<file path="src/rtl/shift_ring_pkg.sv">
// Shared encodings for the shift/ring register: operating modes, run-controller
// states and shift-direction constants.
package shift_ring_pkg;

  typedef enum logic [2:0] {
    MODE_HOLD      = 3'd0,
    MODE_SERIAL    = 3'd1,
    MODE_SERIAL_OR = 3'd2,
    MODE_RING      = 3'd3,
    MODE_JOHNSON   = 3'd4,
    MODE_LOAD      = 3'd5
  } mode_e;

  typedef enum logic [1:0] {
    ST_IDLE = 2'd0,
    ST_RUN  = 2'd1,
    ST_DONE = 2'd2
  } state_e;

  localparam logic DIR_TO_MSB = 1'b0;
  localparam logic DIR_TO_LSB = 1'b1;

  // Only these modes move bits; LOAD, HOLD and the reserved codes finish at once.
  function automatic logic is_shift_mode(input logic [2:0] m);
    logic res;
    case (m)
      MODE_SERIAL, MODE_SERIAL_OR, MODE_RING, MODE_JOHNSON: res = 1'b1;
      default:                                              res = 1'b0;
    endcase
    return res;
  endfunction

endpackage

</file>
<file path="src/rtl/shift_ring_step.sv">
// Combinational next-vector for one shift step, given the current register,
// mode, direction and serial input.
module shift_ring_step
  import shift_ring_pkg::*;
#(
  parameter int WIDTH = 5
) (
  input  logic [WIDTH-1:0] q,
  input  logic [2:0]       mode,
  input  logic             dir,
  input  logic             serial_in,
  output logic [WIDTH-1:0] next_q
);

  logic out_bit;
  logic ins_bit;

  // Select the outgoing bit, form the inserted bit and shift it in.
  always_comb begin
    out_bit = 1'b0;
    ins_bit = 1'b0;
    next_q  = q;

    if (dir == DIR_TO_LSB) begin
      out_bit = q[0];
    end else begin
      out_bit = q[WIDTH-1];
    end

    case (mode)
      MODE_SERIAL:    ins_bit = serial_in;
      MODE_SERIAL_OR: ins_bit = serial_in | out_bit;
      MODE_RING:      ins_bit = out_bit;
      MODE_JOHNSON:   ins_bit = ~out_bit;
      default:        ins_bit = 1'b0;
    endcase

    if (!is_shift_mode(mode)) begin
      next_q = q;
    end else if (dir == DIR_TO_LSB) begin
      next_q = {ins_bit, q[WIDTH-1:1]};
    end else begin
      next_q = {q[WIDTH-2:0], ins_bit};
    end
  end

endmodule

</file>
<file path="src/rtl/shift_ring_register.sv">
// Multi-mode shift/ring register with a counted-step run controller and a
// busy/done handshake.
module shift_ring_register
  import shift_ring_pkg::*;
#(
  parameter int WIDTH = 5,
  parameter int CNT_W = 8
) (
  input  logic             clk,
  input  logic             clear,
  input  logic             preset,
  input  logic             start,
  input  logic [2:0]       mode,
  input  logic             dir,
  input  logic [CNT_W-1:0] steps,
  input  logic             serial_in,
  input  logic [WIDTH-1:0] load_data,
  output logic [WIDTH-1:0] q,
  output logic             serial_out,
  output logic             busy,
  output logic             done
);

  localparam logic [CNT_W-1:0] CNT_ZERO = {CNT_W{1'b0}};
  localparam logic [CNT_W-1:0] CNT_ONE  = {{(CNT_W-1){1'b0}}, 1'b1};
  localparam logic [WIDTH-1:0] Q_ONES   = {WIDTH{1'b1}};
  localparam logic [WIDTH-1:0] Q_ZERO   = {WIDTH{1'b0}};

  state_e           state_r;
  mode_e            mode_r;
  logic             dir_r;
  logic [CNT_W-1:0] remaining_r;
  logic [WIDTH-1:0] q_r;
  logic             busy_r;
  logic             done_r;

  logic [2:0]       step_mode_s;
  logic             step_dir_s;
  logic [WIDTH-1:0] step_next_s;

  // The first shift happens on the start edge, so IDLE uses the live inputs.
  always_comb begin
    if (state_r == ST_IDLE) begin
      step_mode_s = mode;
      step_dir_s  = dir;
    end else begin
      step_mode_s = mode_r;
      step_dir_s  = dir_r;
    end
  end

  shift_ring_step #(
    .WIDTH(WIDTH)
  ) u_step (
    .q        (q_r),
    .mode     (step_mode_s),
    .dir      (step_dir_s),
    .serial_in(serial_in),
    .next_q   (step_next_s)
  );

  // Run controller: state, step counter, latched mode/dir and register contents.
  always_ff @(posedge clk) begin
    if (!clear) begin
      state_r     <= ST_IDLE;
      mode_r      <= MODE_HOLD;
      dir_r       <= DIR_TO_MSB;
      remaining_r <= CNT_ZERO;
      q_r         <= Q_ZERO;
      busy_r      <= 1'b0;
      done_r      <= 1'b0;
    end else begin
      case (state_r)
        ST_IDLE: begin
          busy_r <= 1'b0;
          done_r <= 1'b0;
          if (preset) begin
            q_r <= Q_ONES;
          end else if (start) begin
            mode_r <= mode_e'(mode);
            dir_r  <= dir;
            if (mode == MODE_LOAD) begin
              q_r     <= load_data;
              state_r <= ST_DONE;
              done_r  <= 1'b1;
            end else if (is_shift_mode(mode) && (steps != CNT_ZERO)) begin
              q_r <= step_next_s;
              if (steps == CNT_ONE) begin
                state_r <= ST_DONE;
                done_r  <= 1'b1;
              end else begin
                remaining_r <= steps - CNT_ONE;
                state_r     <= ST_RUN;
                busy_r      <= 1'b1;
              end
            end else begin
              state_r <= ST_DONE;
              done_r  <= 1'b1;
            end
          end else begin
            state_r <= ST_IDLE;
          end
        end

        ST_RUN: begin
          q_r <= step_next_s;
          if (remaining_r == CNT_ONE) begin
            remaining_r <= CNT_ZERO;
            state_r     <= ST_DONE;
            busy_r      <= 1'b0;
            done_r      <= 1'b1;
          end else begin
            remaining_r <= remaining_r - CNT_ONE;
          end
        end

        ST_DONE: begin
          done_r  <= 1'b0;
          busy_r  <= 1'b0;
          state_r <= ST_IDLE;
        end

        default: begin
          state_r <= ST_IDLE;
          busy_r  <= 1'b0;
          done_r  <= 1'b0;
        end
      endcase
    end
  end

  assign q          = q_r;
  assign busy       = busy_r;
  assign done       = done_r;
  // Derived purely from registered state, so no input reaches it combinationally.
  assign serial_out = (dir_r == DIR_TO_LSB) ? q_r[0] : q_r[WIDTH-1];

endmodule

</file>
<file path="config.mk">
export PLATFORM = sky130hd
export DESIGN_NAME = shift_ring_register
export DESIGN_NICKNAME = d
export VERILOG_FILES = /design/src/rtl/shift_ring_pkg.sv /design/src/rtl/shift_ring_step.sv /design/src/rtl/shift_ring_register.sv
export SDC_FILE = /design/constraint.sdc
export NUM_CORES = 1
export LEC_CHECK = 0
export CORE_MARGIN = 5
export CORE_UTILIZATION = 51
export CTS_CLUSTER_DIAMETER = 80
export DETAILED_ROUTE_END_ITERATION = 16
export PLACE_DENSITY = 0.75
export RECOVER_POWER = 100
export SLEW_MARGIN = 20
export SYNTH_ARGS = -nofsm -noshare
export SYNTH_HDL_FRONTEND = slang
export SYNTH_SLANG_ARGS = --single-unit
</file>
<file path="constraint.sdc">
create_clock -name clk -period 2.8 [get_ports clk]
set_input_delay 0.28 -clock clk [delete_from_list [all_inputs] [get_ports clk]]
set_output_delay 0.28 -clock clk [all_outputs]
set_load 0.005 [all_outputs]
</file>
==> results of run 1 <==
[where the power goes]
part	total [mW]	switching [mW]	internal, mW	leakage [nW]
combinational	0.305	0.156	0.149	0.550
clock	0.153	0.0992	0.0533	0.0177
sequential	0.364	0.0363	0.327	0.173
total	0.821	0.292	0.530	0.740
[logic make-up after synthesis]
logic type	Yosys count	share of synthesized area (%)
and+or+nand+nor	90	29.7
AOI/OAI and AO/OA	57	24.8
DFF	21	27.4
buffers and inverters	14	4.16
muxes	8	5.31
xor gates and xnor gates	7	4.49
adders and majority gates	5	4.08
[worst reg2reg max path, cell delays in order (launching register included)]
cell     delay, ps
dfxtp_1        410
ha_1           180
or4b_2         610
o21ai_0        340
buf_4          200
nor3_1          50
a21oi_1        150
o32ai_2         90
[per-layer routing]
layer | vias up | track usage (%) | routed length [um]
met5 | - | 0 | 0
li1 | 813 | - | -
met4 | 0 | 8.44 | 63
met3 | 6 | 2.76 | 153
met2 | 38 | 36.3 | 2040
met1 | 745 | 22.9 | 1660
[sequential cells by signal, summed over array words and instances (netlist names)]
register	count
done	1
remaining_r	8
state_r	2
dir_r	1
busy	1
mode_r	3
q	5
[per-stage QoR]
stage                     hold slack, ps  cells
after global routing                 512    263
after CTS                            476    263
final                                468    263
after global placement               446    259
after detailed placement             459    259
after floorplan                      427    202
[worst paths after layout]
| path | endpoint | slack [ps] | depth (start not counted) |
|---|---|---|---|
| worst max-delay path | remaining_r[2] | 330 | 9 |
| worst min-delay path | busy | 470 | 2 |
| worst max register to register | remaining_r[3] | 650 | 7 |
| worst min register to register | busy | 470 | 2 |
[layout make-up]
class                           instances  area (sq um)  area share [%]
Inverter                                6          22.5            1.20
Timing Repair Buffer                   34           324            17.2
Clock buffer                            3          22.5            1.20
Sequential cell                        21           420            22.3
Clock inverter                          1          5.00           0.266
Tap cell                               31          38.8            2.06
Multi-Input combinational cell        167          1050            55.7
[synth_stat cells (4+ instances only)]
master     n
nor3_1    13
nand2_1   23
mux2i_1    7
a21oi_1   13
o211ai_1   4
dfxtp_1   21
o21ai_0   15
xor2_1     4
nor2_1    19
nand3_1    6
nand2b_1   6
a31oi_1    7
or3_1      5
inv_1      6
ha_1       5
==> impl_metrics.ini, run 1 <==
[floorplan]
core.rowCount = 19
die_area_sq_mm = 0.00420
core_sq_mm = 0.00283
start_util_pct = 54.2
fp.dieW_um = 64.8
die_y_um = 64.8
pin_count = 30

[drt]
drt-initial-drc-count = 170
routed_wl_um = 3920
drtAntennaViolNets = 0
drt-pass1-iter-count = 4
route.vias.total = 1602
routed_via_density = 6.09
drcViolationCount = 0
routedWlPerCell_um = 14.9

[sta]
worst_pin_slew_ps = 537
slew_viol_final = 0
fin_ws_ps = 335
hold_viol = 0
fin_crit_sh_pct = 88.0
skew_ps = 7.01
finalSetupTns_ps = 0
period_minus_slack_ps = 2470
slew_headroom_pct = 63.9
setup_viol = 0
grt_setup_unrepaired = no
fmax_mhz = 406

[final_layout]
utilization_pct = 66.5
fillers = 265
design_area_sq_mm = 0.00188
layout.nets = 260
syn_to_final_growth_pct = 22.8
antennaDiodeCount = 0
mostFrequentLayoutCells = nand2_1 (23), dfxtp_1 (21), nor2_1 (19)
layout_commonest_cell = nand2_1
drive_above_1_share_pct = 7.33

[setup_path]
crit_type = in -> reg
cp_cell_sequence = dlygate4sd3_1 > inv_1 > ha_1 > or2_1 > a311o_1 > or3_1 > and2_4 > o211ai_1 > o31ai_1
crit_required_ps = 2990
crit_slowest_cell = dlygate4sd3_1
startpoint = steps[0]
cp_max_fo = 7
cp_top_family = simple AND/OR/NAND/NOR gates
cpPeakStageDelay_ps = 630
r2r-start = remaining_r[0]
cp_num_buf_inv = 2
arrival_ps = 2650
cp-start-kind = input pin
crit_path_end_kind = flop

[power]
power_uw = 821
power.leakage_nw = 0.740
p_per_area_mw_per_mm2 = 436
ir_worst_vdd_uv = 192

[clocking]
cts_buffers = 3
clockBufferDepth = 2
ctsResizeCount = 0
clk_pin_slew_ps = 120
post_cts_buffers = 0
cts_tree = yes
root_buffer = clkbuf_4
hold_buffers = 0
htreeDepth = 1
clock_latency_ps = 310
clkSinkCount = 21

[yosys]
synth.distinct_cells = 48
ys_seq_area_share_pct = 27.4
synth_area_per_cell_sq_um = 7.59
yosysWarnings = 0
synth_area_leaders = dfxtp_1 (27%), nand2_1 (5.6%), o21ai_0 (4.9%)
ys_async_sr_fraction_pct = 0
syn_nets = 229
synthCells = 202
synth_top_cell_by_area = dfxtp_1
synth-edff-count = 0
ys.flop_type = dfxtp_1
synth_top_area_share_pct = 27.4
synth_seq_cells = 21
syn_area_sq_mm = 0.00153

[place]
place_congestion = 0.887
port_buffers = 29
dpl-instance-area_sq_mm = 0.00186
place_ws_ps = 88.9
hpwl_um = 3030

[job]
maxCapViolations = 0

[run_status]
status = complete, no violations

[global_routing]
grt_first_pass_wirelength_um = 6800
grt.total_usage_pct = 19.8
overflow = 0
antenna_found_initial = 0
grt_pass1_vias = 1564
grt_start_max_net_pins = 15

[min_path]
hold_class = reg -> reg
min-delay-start = busy
Power figures use the tool's default switching activity.
==> inputs of run 2 (changes only) <==
ABC_AREA = 1   (was not set)
CORE_UTILIZATION = 52   (was 51)
PLACE_DENSITY = 0.76   (was 0.75)
==> run 2 against run 1 <==
Sequential power is 1% higher. Register-to-register slack better by 240 ps. Routed wire length is 4.4% lower. Largest cell class unchanged. Highest routed layer unchanged.
==> impl_metrics.ini, run 2 <==
[run_status]
status = complete, no violations

[global_routing]
antenna_found_initial = 0
grt_pass1_vias = 1519
grt_first_pass_wirelength_um = 6580
grt_start_max_net_pins = 18
overflow = 0
grt.total_usage_pct = 19.1

[yosys]
syn_area_sq_mm = 0.00159
synthCells = 250
synth_area_per_cell_sq_um = 6.36
synth.distinct_cells = 30
yosysWarnings = 0
syn_nets = 277
ys_async_sr_fraction_pct = 0
synth_area_leaders = dfxtp_1 (26%), nand2_1 (13%), o21ai_0 (8.2%)
synth-edff-count = 0
synth_seq_cells = 21
ys_seq_area_share_pct = 26.5
ys.flop_type = dfxtp_1
synth_top_cell_by_area = dfxtp_1
yosysMostFrequentCell = nand2_1
synth_top_area_share_pct = 26.5
yosys-top-cells-count = nand2_1 (55), nor2_1 (34), o21ai_0 (26), dfxtp_1 (21), inv_1 (17)

[setup_path]
crit_path_end_kind = flop
crit_path_frequent_cell = nand2_1
crit_type = in -> reg
cp.depth = 11
worstRegToRegCells = 8
cpPeakStageDelay_ps = 570
crit_required_ps = 3040
crit_slowest_cell = dlygate4sd3_1
cp_top_family = buffers and inverters
cp_num_buf_inv = 3
arrival_ps = 2290
cp_cell_sequence = dlygate4sd3_1 > inv_1 > ha_1 > nand2_1 > o21ai_0 > nor2_1 > nand3b_1 > nand2_1 > inv_1 > nand2_1 > a21oi_1
cp_max_fo = 9
cp-start-kind = input pin

[clocking]
ctsResizeCount = 0
htreeDepth = 1
clk_pin_slew_ps = 120
post_cts_buffers = 0
clock_latency_ps = 310
hold_buffers = 0
root_buffer = clkbuf_4
cts_buffers = 3
clockBufferDepth = 2
cts_tree = yes
clkSinkCount = 21

[floorplan]
die_area_sq_mm = 0.00426
start_util_pct = 52.9
core.rowCount = 20
fp.dieW_um = 65.3
core_sq_mm = 0.00300
pin_count = 30
die_y_um = 65.3

[sta]
grt_setup_unrepaired = no
worst_pin_slew_ps = 850
setup_viol = 0
hold_viol = 0
fmax_mhz = 489
skew_ps = 4.37
slew_headroom_pct = 42.9
fin_crit_sh_pct = 73.1
period_minus_slack_ps = 2050
finalSetupTns_ps = 0
slew_viol_final = 0

[final_layout]
largest_reg_flops = 8
layout_commonest_cell = nand2_1
fin_cells = 314
mostFrequentLayoutCells = nand2_1 (57), nor2_1 (35), o21ai_0 (27)
syn_to_final_growth_pct = 20.7
design_area_sq_mm = 0.00192
drive_above_1_share_pct = 6.41
layout.nets = 309
top_register = remaining_r
antennaDiodeCount = 0
fillers = 285

[drt]
route.vias.total = 1632
routed_via_density = 5.20
met1_length_um = 1710
top_layer = met4
drt-initial-drc-count = 82
routedWlPerCell_um = 11.9
met3_length_um = 115
drtAntennaViolNets = 0
routed_wl_um = 3750
drcViolationCount = 0
drt-pass1-iter-count = 4
wl_met2_um = 1900

[place]
place_congestion = 0.868
port_buffers = 29
hpwl_um = 2930
dp_cells = 310
dpl-instance-area_sq_mm = 0.00191

[power]
ir_worst_vdd_uv = 261
power.leakage_nw = 0.871
p_per_area_mw_per_mm2 = 456

[min_path]
holdPathStages = 1
hold_class = reg -> reg

[job]
maxCapViolations = 0
run 2: path summary, 6_finish.rpt:
path	from	to	slack [ps]
max	steps[0]	remaining_r[1]	750
min	busy	busy	470
max reg2reg	state_r[0]	remaining_r[5]	890
min reg2reg	busy	busy	470
run 2: layout make-up:
| class | count | area [sq um] | share of cell area, % |
|---|---|---|---|
| clock buffers | 3 | 22.5 | 1.17 |
| repair buffers | 29 | 290 | 15.1 |
| well taps | 33 | 41.3 | 2.15 |
| flip-flops and latches | 21 | 420 | 21.9 |
| inverters | 26 | 97.6 | 5.09 |
| clock inverters | 1 | 5.00 | 0.261 |
| multi-input cells | 201 | 1040 | 54.3 |
run 2: per-layer routing:
metal | global-route usage, % | vias up
met5 | 0 | -
met1 | 23.4 | 725
li1 | - | 884
met2 | 34.0 | 21
met3 | 2.39 | 2
met4 | 6.48 | 0
run 2: worst register-to-register path, stage by stage, from the launching register on:
cell,delay (ps)
dfxtp_1,420
inv_1,110
nor2_4,160
inv_1,240
nor2_1,340
inv_1,230
o21ai_0,210
nor2_1,70
nor2_1,100
run 2: metrics by stage:
step                      setup WS [ps]  power, mW  util (%)  hold WS [ps]
after CTS                          1040      0.893      64.6           484
final                               753      0.875      63.9           473
after global placement              709      0.742      63.7           463
after detailed placement            733      0.745      63.7           454
after global routing                442      0.952      63.9           493
after floorplan                    1380      0.624         -           418
run 2: power by group:
part / internal [mW] / switching, mW / leakage, nW / total, mW
logic: 0.156 / 0.201 / 0.680 / 0.357
registers: 0.331 / 0.0363 / 0.173 / 0.368
clock network: 0.0534 / 0.0965 / 0.0177 / 0.150
total: 0.541 / 0.334 / 0.871 / 0.875
run 2: logic make-up (layout without fill, tap and decap cells):
| kind of cell | after synthesis | in the layout | synth area share, % |
|---|---|---|---|
| buffers and inverters | 28 | 59 | 6.69 |
| adders and majority gates | 5 | 5 | 3.94 |
| AOI/OAI and AO/OA | 58 | 58 | 20.3 |
| xor gates and xnor gates | 11 | 11 | 6.06 |
| DFF | 21 | 21 | 26.5 |
| and+or+nand+nor | 127 | 127 | 36.5 |
